**src/rtl/hp_pkg.sv**
```systemverilog
// Shared state encoding, widths and clamp helper for hp_tracker and frame_timer.
// No backpressure anywhere in this slice; all users are single-cycle strobes.
package hp_pkg;

  typedef enum logic [1:0] {ALIVE, INVULN, DEAD} hp_state_t;

  localparam int HP_W        = 3;
  localparam int FRAME_CNT_W = 8;

  // (sum - sub) clamped to [0, max]; operands are one bit wider than hp so nothing wraps.
  function automatic logic [HP_W-1:0] clamp_hp(input logic [HP_W:0] sum,
                                               input logic [HP_W:0] sub,
                                               input logic [HP_W:0] max);
    logic [HP_W:0] diff;
    diff = (sum <= sub) ? '0 : (sum - sub);
    if (diff > max) diff = max;
    return diff[HP_W-1:0];
  endfunction

endpackage

```
**src/rtl/hp_tracker_frame_timer.sv**
```systemverilog
// Loadable frame-tick down-counter; done is a combinational pulse on the PERIOD-th tick.
// Latency: count updates one Clk after tick/load/clr; no backpressure (tick is a strobe).
module frame_timer #(
  parameter int unsigned W      = 8,
  parameter int unsigned PERIOD = 1
) (
  input  logic clk,
  input  logic rst,
  input  logic clr,
  input  logic load,
  input  logic tick,
  output logic done
);

  localparam logic [W-1:0] PERIOD_W = W'(PERIOD);

  logic [W-1:0] cnt_q, cnt_d;

  // A zero count means "idle / freshly cleared": the next tick starts a full period.
  always_comb begin
    done  = tick && ((cnt_q == W'(1)) || ((cnt_q == '0) && (PERIOD_W == W'(1))));
    cnt_d = cnt_q;
    if (clr) begin
      cnt_d = '0;
    end else if (load) begin
      cnt_d = PERIOD_W;
    end else if (tick) begin
      if (done)              cnt_d = '0;
      else if (cnt_q == '0)  cnt_d = PERIOD_W - W'(1);
      else                   cnt_d = cnt_q - W'(1);
    end
  end

  always_ff @(posedge clk) begin
    if (rst) cnt_q <= '0;
    else     cnt_q <= cnt_d;
  end

endmodule

```
**src/rtl/hp_tracker.sv**
```systemverilog
// Per-player HP keeper with post-hit invulnerability, death and respawn; optional regen under HP_REGEN_EN.
// Latency: every event is visible on the registered outputs one Clk later; no backpressure, events are strobes.
import hp_pkg::*;

module hp_tracker #(
  parameter int unsigned MAX_HP        = 7,
  parameter int unsigned INVULN_FRAMES = 60,
  parameter int unsigned REGEN_PERIOD  = 180
) (
  input  logic            Clk,
  input  logic            Reset,
  input  logic            frame_clk_rising,
  input  logic            hit,
  input  logic [HP_W-1:0] dmg,
  input  logic            heal,
  input  logic [HP_W-1:0] heal_amt,
  input  logic            respawn,
  output logic [HP_W-1:0] hp,
  output logic            dead,
  output logic            invuln
);

  localparam logic [HP_W:0]   MAX_W  = (HP_W+1)'(MAX_HP);
  localparam logic [HP_W-1:0] MAX_HP_V = HP_W'(MAX_HP);

  hp_state_t       state_q, state_d;
  logic [HP_W-1:0] hp_q, hp_d;
  logic            hit_acc, heal_acc;
  logic [HP_W:0]   sum, sub;
  logic [HP_W-1:0] ev_hp;
  logic            inv_load, inv_clr, inv_tick, inv_done;

  assign hit_acc  = hit && (state_q == ALIVE) && (dmg != '0);
  assign heal_acc = heal && (state_q != DEAD);
  assign sum      = {1'b0, hp_q} + (heal_acc ? {1'b0, heal_amt} : '0);
  assign sub      = hit_acc ? {1'b0, dmg} : '0;
  assign ev_hp    = clamp_hp(sum, sub, MAX_W);

  assign inv_tick = frame_clk_rising && (state_q == INVULN);
  assign inv_clr  = respawn;

  frame_timer #(.W(FRAME_CNT_W), .PERIOD(INVULN_FRAMES)) u_inv_timer (
    .clk  (Clk),
    .rst  (Reset),
    .clr  (inv_clr),
    .load (inv_load),
    .tick (inv_tick),
    .done (inv_done)
  );

`ifdef HP_REGEN_EN
  logic regen_clr, regen_tick, regen_done;

  // Regen only advances on quiet ALIVE frames; any event on that cycle swallows the tick.
  assign regen_clr  = respawn || hit_acc;
  assign regen_tick = frame_clk_rising && (state_q == ALIVE) && !respawn && !hit_acc && !heal_acc;

  frame_timer #(.W(FRAME_CNT_W), .PERIOD(REGEN_PERIOD)) u_regen_timer (
    .clk  (Clk),
    .rst  (Reset),
    .clr  (regen_clr),
    .load (1'b0),
    .tick (regen_tick),
    .done (regen_done)
  );
`endif

  always_comb begin
    state_d  = state_q;
    hp_d     = hp_q;
    inv_load = 1'b0;
    if (respawn) begin
      state_d = ALIVE;
      hp_d    = MAX_HP_V;
    end else begin
      if (hit_acc || heal_acc) hp_d = ev_hp;
      if (hit_acc) begin
        if (ev_hp == '0) begin
          state_d = DEAD;
        end else begin
          state_d  = INVULN;
          inv_load = 1'b1;
        end
      end else if (inv_done) begin
        state_d = ALIVE;
      end
`ifdef HP_REGEN_EN
      if (regen_done && (hp_q < MAX_HP_V)) hp_d = hp_q + HP_W'(1);
`endif
    end
  end

  always_ff @(posedge Clk) begin
    if (Reset) begin
      state_q <= ALIVE;
      hp_q    <= MAX_HP_V;
    end else begin
      state_q <= state_d;
      hp_q    <= hp_d;
    end
  end

  assign hp     = hp_q;
  assign dead   = (state_q == DEAD);
  assign invuln = (state_q == INVULN);

endmodule
```
**config.mk**
```make
export PLATFORM = sky130hd
export DESIGN_NAME = hp_tracker
export DESIGN_NICKNAME = d
export VERILOG_FILES = /design/src/rtl/hp_pkg.sv /design/src/rtl/hp_tracker_frame_timer.sv /design/src/rtl/hp_tracker.sv
export SDC_FILE = /design/constraint.sdc
export NUM_CORES = 1
export LEC_CHECK = 0
export ABC_AREA = 1
export BUFFER_PORTS_ARGS = -buffer_cell sky130_fd_sc_hd__buf_2
export CAP_MARGIN = 20
export CORE_MARGIN = 4
export CORE_UTILIZATION = 47
export CTS_BUF_LIST = sky130_fd_sc_hd__clkbuf_4
export CTS_CLUSTER_DIAMETER = 150
export CTS_CLUSTER_SIZE = 40
export DETAILED_ROUTE_END_ITERATION = 6
export GPL_TIMING_DRIVEN = 0
export PLACE_DENSITY = 0.74
export SLEW_MARGIN = 20
export SYNTH_ARGS = -nofsm -noshare
export SYNTH_HDL_FRONTEND = slang
export SYNTH_SLANG_ARGS = --single-unit
```
**constraint.sdc**
```tcl
create_clock -name Clk -period 3.6 [get_ports Clk]
set_clock_uncertainty 0.05 [all_clocks]
set_input_delay 0.9 -clock Clk [delete_from_list [all_inputs] [get_ports Clk]]
set_output_delay 0.9 -clock Clk [all_outputs]
set_load 0.03 [all_outputs]
```
======== After elaboration in Yosys (flattened, before gate mapping) ========
Index checks and enable logic that the tools add are counted.
word-level totals
  word-level logic and storage cells ...... 41
  output and inout port bits .............. 5
  register bits ........................... 13
  input bits .............................. 12
operators by class
  equal/unequal tests ..................... 4
  add/subtract/negate cells ............... 3
  order comparisons ....................... 2
  muxes and demuxes ....................... 14
  reductions and logical operators ........ 14
operator list
  operator             count
  $mux 8               2
  $mux 6               2
  $mux 3               3
  $eq 8x1->1 const B   1
  $logic_not 8->1      1
  $sub 8x1->8 const B  1
  $mux 2               3
  $logic_and 1x1->1    5
  $add 3x3->4          1
  $gt 4x3->1 const B   1
  $le 4x3->1           1
  $mux 4               1
  $reduce_bool 2->1    2
  $sub 4x3->4          1
  $logic_not 3->1      1
  $mux 1               3
  $reduce_bool 3->1    1
  $reduce_or 3->1      1
  $eq 2x1->1 const B   1
  $eq 2x2->1 const B   1
  $logic_not 2->1      1
  $ne 2x2->1 const B   1
  $reduce_or 2->1      1
  $logic_or 1x1->1     1

======== Longest topological paths before layout ========
Gate-level depths: netlist of the first run.
  word-level depth ........................ 13
  depth in mapped cells ................... 17
  depth with buffers taken out ............ 17

======== Modules after synthesis ========
A second synthesis of the first run with hierarchy kept.
unflattened totals
  cells, all modules ...................... 181
  area total of the unflattened synthesis .. 1233.7 µm²
by module, submodules not included
  module       cells each  times used  sequential area each (µm²)  area each (µm²)
  hp_tracker   95          1           100.1                       668.1
  frame_timer  86          1           160.2                       565.5

======== Least setup slack after synthesis of the first run ========
Ideal clock, no wire load.
  path type ............................... in2reg
  start point ............................. input port heal
  end point ............................... register u_inv_timer.cnt_q[0]
  stages on the path ...................... 16
  library setup time ...................... 118 ps
  data required time ...................... 3432 ps
  buffers on the path ..................... 0
  arrival ................................. 2929 ps
  slack ................................... 503 ps
  cell sequence ........................... o21ai_2 nor2_1 ha_1 fa_1 inv_1 fa_1 inv_1 nand2_1 nand2_1 nand2_1 nand2_2 nand3_2 nand3_2 nand2_4 nand2_4 nor2_1
between the ends
  word-level cells in the longest chain between the ends .. 12
  elaborated cells between the ends (all ways) .. 13
  classes of those cells .................. add/sub (2); order compare (2); mux (6); reduce/logical (3)
ends and longest elaborated chain
  element                                           line                          source
  start: declaration                                hp_tracker.sv:15              input logic heal,
  $logic_and 1x1->1 *                               hp_tracker.sv:34              assign heal_acc = heal && (state_q != DEAD);
  $mux 3 *                                          hp_tracker.sv:35              assign sum = {1'b0, hp_q} + (heal_acc ? {1'b0, heal_amt} : '0);
  $add 3x3->4 *                                     hp_tracker.sv:35
  $sub 4x3->4 / $le 4x3->1 (equally long branches)  hp_pkg.sv:15                  diff = (sum <= sub) ? '0 : (sum - sub);
  $mux 4 *                                          hp_pkg.sv:15
  $gt 4x3->1                                        hp_pkg.sv:16                  if (diff > max) diff = max;
  $mux 3 *                                          hp_pkg.sv:16
  $logic_not 3->1 *                                 hp_tracker.sv:78              if (ev_hp == '0) begin
  $mux 1 *                                          hp_tracker.sv:78
  $mux 1 *                                          hp_tracker.sv:77              if (hit_acc) begin
  $mux 1 *                                          hp_tracker.sv:72              if (respawn) begin
  $reduce_or 3->1 (no line) *                       --
  end signal: assignment                            hp_tracker_frame_timer.sv:36  else cnt_q <= cnt_d;
  end: declaration                                  hp_tracker_frame_timer.sv:17  logic [W-1:0] cnt_q, cnt_d;
Every way passes the cells marked *; elsewhere a longest branch is shown, timed or not.
A chain may end at the register's enable or synchronous reset.

======== Worst setup path after layout of the first run ========
  start point ............................. input port heal
  end point ............................... register u_inv_timer.cnt_q[6]
The elaborated chain is that of the path after synthesis.

==> impl_metrics.json, run 1 <==
{
  "status": "finished clean",
  "finalWorstSetupSlack_ns": 0.486,
  "peakVddDrop_mv": 0.266,
  "critical-path-max-stage-delay_ns": 0.52,
  "worst_slew_pin_slew_ns": 0.405,
  "post-route-period-util": 0.865,
  "crit_chain": "buf_2 -> o21ai_2 -> nor2_1 -> ha_1 -> fa_1 -> inv_1 -> fa_1 -> inv_1 -> nand2_1 -> nand2_1 -> nand2_1 -> nand2_2 -> nand3_2 -> nand3_2 -> nand2_4 -> nand2_4 -> nor2_1",
  "grt_overflow": 0,
  "final_nets": 212,
  "area_growth_pct": 12.7,
  "p_leak_nw": 0.674,
  "critPathMostFrequentCell": "nand2_1",
  "end_kind": "flip-flop",
  "synth_xor_area_frac": 0.0306,
  "placed_cells": 212,
  "grt_pass1_vias": 945,
  "synth_top_cell_by_area": "dfxtp_1",
  "ctsHtreeMaxLevel": 1,
  "yosysUniqueCellTypes": 27,
  "grt_max_degree": 11,
  "synth_most_common_cell": "nand2_1",
  "clockBufferDepth": 2,
  "die-area_mm2": 0.00329,
  "start_util": 0.507,
  "r2r_start": "state_q[1]",
  "ys.warnings.count": 0,
  "setup_viol_count_final": 0,
  "synth_fp_nets": 191,
  "drt_iter0_drc": 39,
  "rsz0062_at_grt": "no",
  "period_needed_ns": 3.11,
  "final_hold_viol_count": 0,
  "combPwrFrac": 0.553,
  "track_usage": 0.145,
  "clkSlewWorstSetupHoldPaths_ns": 0.07,
  "viasPerCell": 5.01,
  "synth_compound_area_frac": 0.0941,
  "post_cts_buffers": 0,
  "worstPathRequired_ns": 3.72,
  "dpl-instance-area_mm2": 0.00126,
  "ios": 17,
  "rows": 17,
  "syn_area_mm2": 0.00114,
  "seq_area_frac_synth": 0.228,
  "power_density_mw_per_mm2": 468,
  "startpoint": "heal",
  "cts_tree": "built",
  "synth-async-reset-ratio": 0,
  "pwr-share-clk": 0.163,
  "syn_area_per_cell_um2": 6.81,
  "synth_top_family_by_area": "simple AND/OR/NAND/NOR gates",
  "power.share.switching": 0.452,
  "dr.pass1.iters": 4,
  "drc": 0,
  "ctsResizeCount": 0,
  "max_slew_margin": 0.729,
  "startpoint_type": "primary input",
  "slew_violations": 0,
  "crit_arrival_ns": 3.24,
  "final_core_util": 0.572,
  "finalWirelength_um": 2200,
  "cts_root_buf": "clkbuf_4",
  "routabilityCongestion": 0.866,
  "tns_ns": 0,
  "crit_type": "primary input to flip-flop",
  "wl_per_cell_um": 10.2,
  "synth_area_leaders": "dfxtp_1 23%, nand2_1 13%, ha_1 9.8%",
  "die_w_um": 57.3,
  "synthSimpleGateAreaFrac": 0.422,
  "postRouteAntennaNets": 0,
  "synth_seq_cells": 13,
  "grt_pass1_wl_um": 3850,
  "maxCapViolCount": 0,
  "dp_slack_ns": 0.180,
  "synth_commonest_cells": "41 x nand2_1, 26 x inv_1, 21 x nor2_1",
  "ys.flop_type": "dfxtp_1",
  "p_seq_frac": 0.284,
  "layout-drive-gt1-share": 0.234,
  "hpwl_um": 1830,
  "hold_buffers": 0,
  "synth_edf_count": 0,
  "cts_buffers": 3,
  "vias": 1082,
  "nFillCells": 215,
  "hp-start": "hp[0]",
  "power_switching_mw": 0.273,
  "final-instance-count-excl-fill": 216,
  "diodes": 0,
  "portBuffers": 16,
  "crit_path_top_delay_cell": "fa_1",
  "synth_fa_ha_area_frac": 0.133,
  "core-area_mm2": 0.00225,
  "synth.area.mux_share": 0,
  "power_mw": 0.603,
  "crit_fanout": 6,
  "synth.top_cell.area_share": 0.228,
  "fmax_ghz": 0.321,
  "p_int_mw": 0.330,
  "insertion_delay_ns": 0.28,
  "rrSetupSlack_ns": 0.49,
  "die_h_um": 57.3,
  "holdWs_ns": 0.469,
  "hold_class": "flip-flop to flip-flop",
  "cts.sinks": 13,
  "fin_area_mm2": 0.00129,
  "synthCells": 168,
  "antenna_found_initial": 0
}
-- flip-flops by register name (all words and copies together) (netlist names) --
name / cells
hp: 3
u_inv_timer.cnt_q: 8
state_q: 2
-- cell type report --
cell class	count	area [um^2]	area share
Multi-Input combinational cell	127	778	0.604
Tap cell	28	35.0	0.0272
Sequential cell	13	260	0.202
Clock buffer	4	30.0	0.0233
Timing Repair Buffer	16	80.1	0.0621
Inverter	28	105	0.0816
-- cell usage in the layout (no fill, tap or decap), drive strengths merged --
| master | count |
|---|---|
| o21ai | 4 |
| nand3b | 1 |
| inv | 28 |
| ha | 9 |
| fa | 2 |
| o21a | 1 |
| nand2 | 48 |
| dfxtp | 13 |
| buf | 16 |
| a21oi | 9 |
| xor2 | 3 |
| xnor2 | 1 |
| o22ai | 2 |
| nand4 | 3 |
| nor3 | 1 |
| a22oi | 1 |
| or2 | 1 |
| nor2 | 27 |
| nand3 | 14 |
| clkbuf | 4 |
-- metal layers --
layer	global-route usage	wire length (um)	vias to the layer above
met5	0	0	-
met4	0.0199	9	0
met3	0.0498	193	2
met2	0.228	999	36
met1	0.196	1000	476
li1	-	-	568
-- worst max-delay path, delay by kind of cell --
kind / cells / cell delay (ns)
fa+ha+maj: 3 / 1.21
compound gates: 1 / 0.10
buf+inv: 3 / 0.23
simple gates: 10 / 0.78
-- logic make-up (layout without fill, tap and decap cells) --
logic type               after synthesis  in the layout
adder cells (fa/ha/maj)               11             11
AO/OA/AOI/OAI                         17             17
flip-flops                            13             13
AND/OR/NAND/NOR                       95             95
buffers and inverters                 28             48
XOR/XNOR                               4              4
-- worst paths after layout --
check / cells after the start / to
setup reg to reg: 17 / u_inv_timer.cnt_q[6]
hold reg to reg: 2 / hp[0]
setup / recovery: 17 / u_inv_timer.cnt_q[6]
hold / removal: 2 / hp[0]
-- power groups by stage --
| stage | clock network (mW) | logic (mW) | registers (mW) |
|---|---|---|---|
| 3_3_place_gp | 0 | 0.323 | 0.174 |
| 6_report | 0.0984 | 0.333 | 0.171 |
| 2_1_floorplan | 0 | 0.263 | 0.182 |
| 4_1_cts | 0.102 | 0.334 | 0.172 |
| 3_5_place_dp | 0 | 0.333 | 0.175 |
| 5_1_grt | 0.109 | 0.380 | 0.174 |
No activity file was read; power rests on OpenSTA's default activity.
==> inputs of run 2 (changes only) <==
Settings changed: PLACE_DENSITY 0.74 to 0.76.
Clock period 3.6 ns to 2.75 ns, I/O delays scaled along.
==> run 2 against run 1 <==
The flow now finishes with violations (negative setup slack). Die area unchanged. Sequential power up 32%. Critical path depth is the same. Count of clock-buffer cells in the layout did not move. Via count rose by 4.3%. Global-route usage up 2.1 points. Routed wire length rose by 18%. Hold slack improved by 0.0037 ns. First-iteration DRC count is 51% lower. Largest power group unchanged.
==> impl_metrics.json, run 2 (synthesis gave the netlist of run 1 again) <==
{
  "status": "finished with violations",
  "failed_checks": "negative setup slack",
  "setup_viol_count_final": 9,
  "top_register": "u_inv_timer.cnt_q",
  "crit_fanout": 6,
  "die-area_mm2": 0.00329,
  "rsz0062_at_grt": "yes",
  "r2r.worst_path.cells": 17,
  "r2r_start": "state_q[1]",
  "startpoint_type": "primary input",
  "dpl-instance-area_mm2": 0.00126,
  "ios": 17,
  "power_density_mw_per_mm2": 648,
  "antenna_found_initial": 0,
  "final_cell_mix": "39 x nand2_1, 23 x inv_1, 17 x nor2_1",
  "max_slew_margin": 0.724,
  "wl_met3_um": 114,
  "hold_depth": 2,
  "grt_pass1_vias": 1079,
  "cts.sinks": 13,
  "postRouteAntennaNets": 0,
  "clkSlewWorstSetupHoldPaths_ns": 0.08,
  "wl_met1_um": 1140,
  "post-route-period-util": 1.02,
  "clockBufferDepth": 2,
  "final_core_util": 0.645,
  "finalWorstSetupSlack_ns": -0.0433,
  "maxCapViolCount": 0,
  "layout-drive-gt1-share": 0.347,
  "grt_max_degree": 11,
  "worstPathRequired_ns": 2.89,
  "end_kind": "flip-flop",
  "fmax_ghz": 0.358,
  "track_usage": 0.166,
  "hold_buffers": 0,
  "wl_per_cell_um": 11.6,
  "finalWirelength_um": 2600,
  "portBuffers": 16,
  "dr_wl_met2_um": 1310,
  "crit_arrival_ns": 2.93,
  "die_w_um": 57.3,
  "grt_pass1_wl_um": 4340,
  "drt_iter0_drc": 19,
  "area_growth_pct": 27.2,
  "dr.pass1.iters": 4,
  "peakVddDrop_mv": 0.380,
  "worst_slew_pin_slew_ns": 0.413,
  "hold_class": "flip-flop to flip-flop",
  "hp-start": "hp[0]",
  "cts_buffers": 3,
  "vias": 1129,
  "slew_violations": 0,
  "insertion_delay_ns": 0.28,
  "final_nets": 220,
  "maxUsedRoutingLayer": "met4",
  "layout_commonest_cell": "nand2_1",
  "grt_overflow": 0,
  "rows": 17,
  "cts_tree": "built",
  "start_util": 0.507,
  "core-area_mm2": 0.00225,
  "final_hold_viol_count": 0,
  "ctsHtreeMaxLevel": 1,
  "period_needed_ns": 2.79,
  "routabilityCongestion": 0.863,
  "startpoint": "heal",
  "diodes": 0,
  "holdWs_ns": 0.473,
  "largest_reg_flops": 8,
  "die_h_um": 57.3,
  "cts_root_buf": "clkbuf_4",
  "fin_area_mm2": 0.00146,
  "tns_ns": -0.281,
  "drc": 0,
  "p_leak_nw": 0.726,
  "hpwl_um": 1900,
  "viasPerCell": 5.04,
  "crit_type": "primary input to flip-flop"
}
run 2: routing by layer:
metal	vias to the layer above	GRT usage
met2	28	0.297
li1	587	-
met4	0	0.0497
met5	-	0
met3	7	0.0407
met1	507	0.195
run 2: repair_timing:
action	CTS	global route
pin swaps	2	10
endpoints found under the setup margin	13	13
resized for setup	7	17
cloned	0	0
buffers inserted	5	3
run 2: final timing paths:
kind              slack, ns                    to
setup / recovery      -0.04  u_inv_timer.cnt_q[7]
hold / removal         0.47                 hp[0]
setup reg to reg      -0.04  u_inv_timer.cnt_q[7]
hold reg to reg        0.47                 hp[0]
run 2: layout make-up:
cell class                 count  area, um^2
tap                           28        35.0
multi-input combinational    127         871
timing repair buffer          24         146
clock buffer                   4        30.0
sequential                    13         265
fill                         208         800
inverter                      28         108
run 2: report_power, final:
| group | leakage (nW) | internal, mW | switching (mW) |
|---|---|---|---|
| clock | 0.0184 | 0.0663 | 0.0659 |
| combinational | 0.600 | 0.238 | 0.349 |
| sequential | 0.107 | 0.205 | 0.0195 |
run 2: per-stage QoR:
| stage | worst slack (ns) | power, mW | instances |
|---|---|---|---|
| after global placement | -0.266 | 0.651 | 212 |
| after CTS | -0.00368 | 0.845 | 221 |
| after detailed placement | -0.340 | 0.668 | 212 |
| after floorplan | 0.00359 | 0.584 | 168 |
| after global routing | -0.200 | 1.02 | 224 |
| final | -0.0433 | 0.943 | 224 |
run 2: worst max-delay path: stages:
cell,delay [ns]
buf_6,0.10
o21ai_4,0.07
nor2_2,0.05
ha_2,0.21
fa_1,0.58
inv_2,0.05
fa_2,0.41
inv_2,0.06
nand2_1,0.04
nand2_1,0.07
nand2_2,0.07
nand2_4,0.11
nand3_4,0.09
nand3_4,0.10
nand2_4,0.08
nand2_4,0.10
nor2_1,0.05
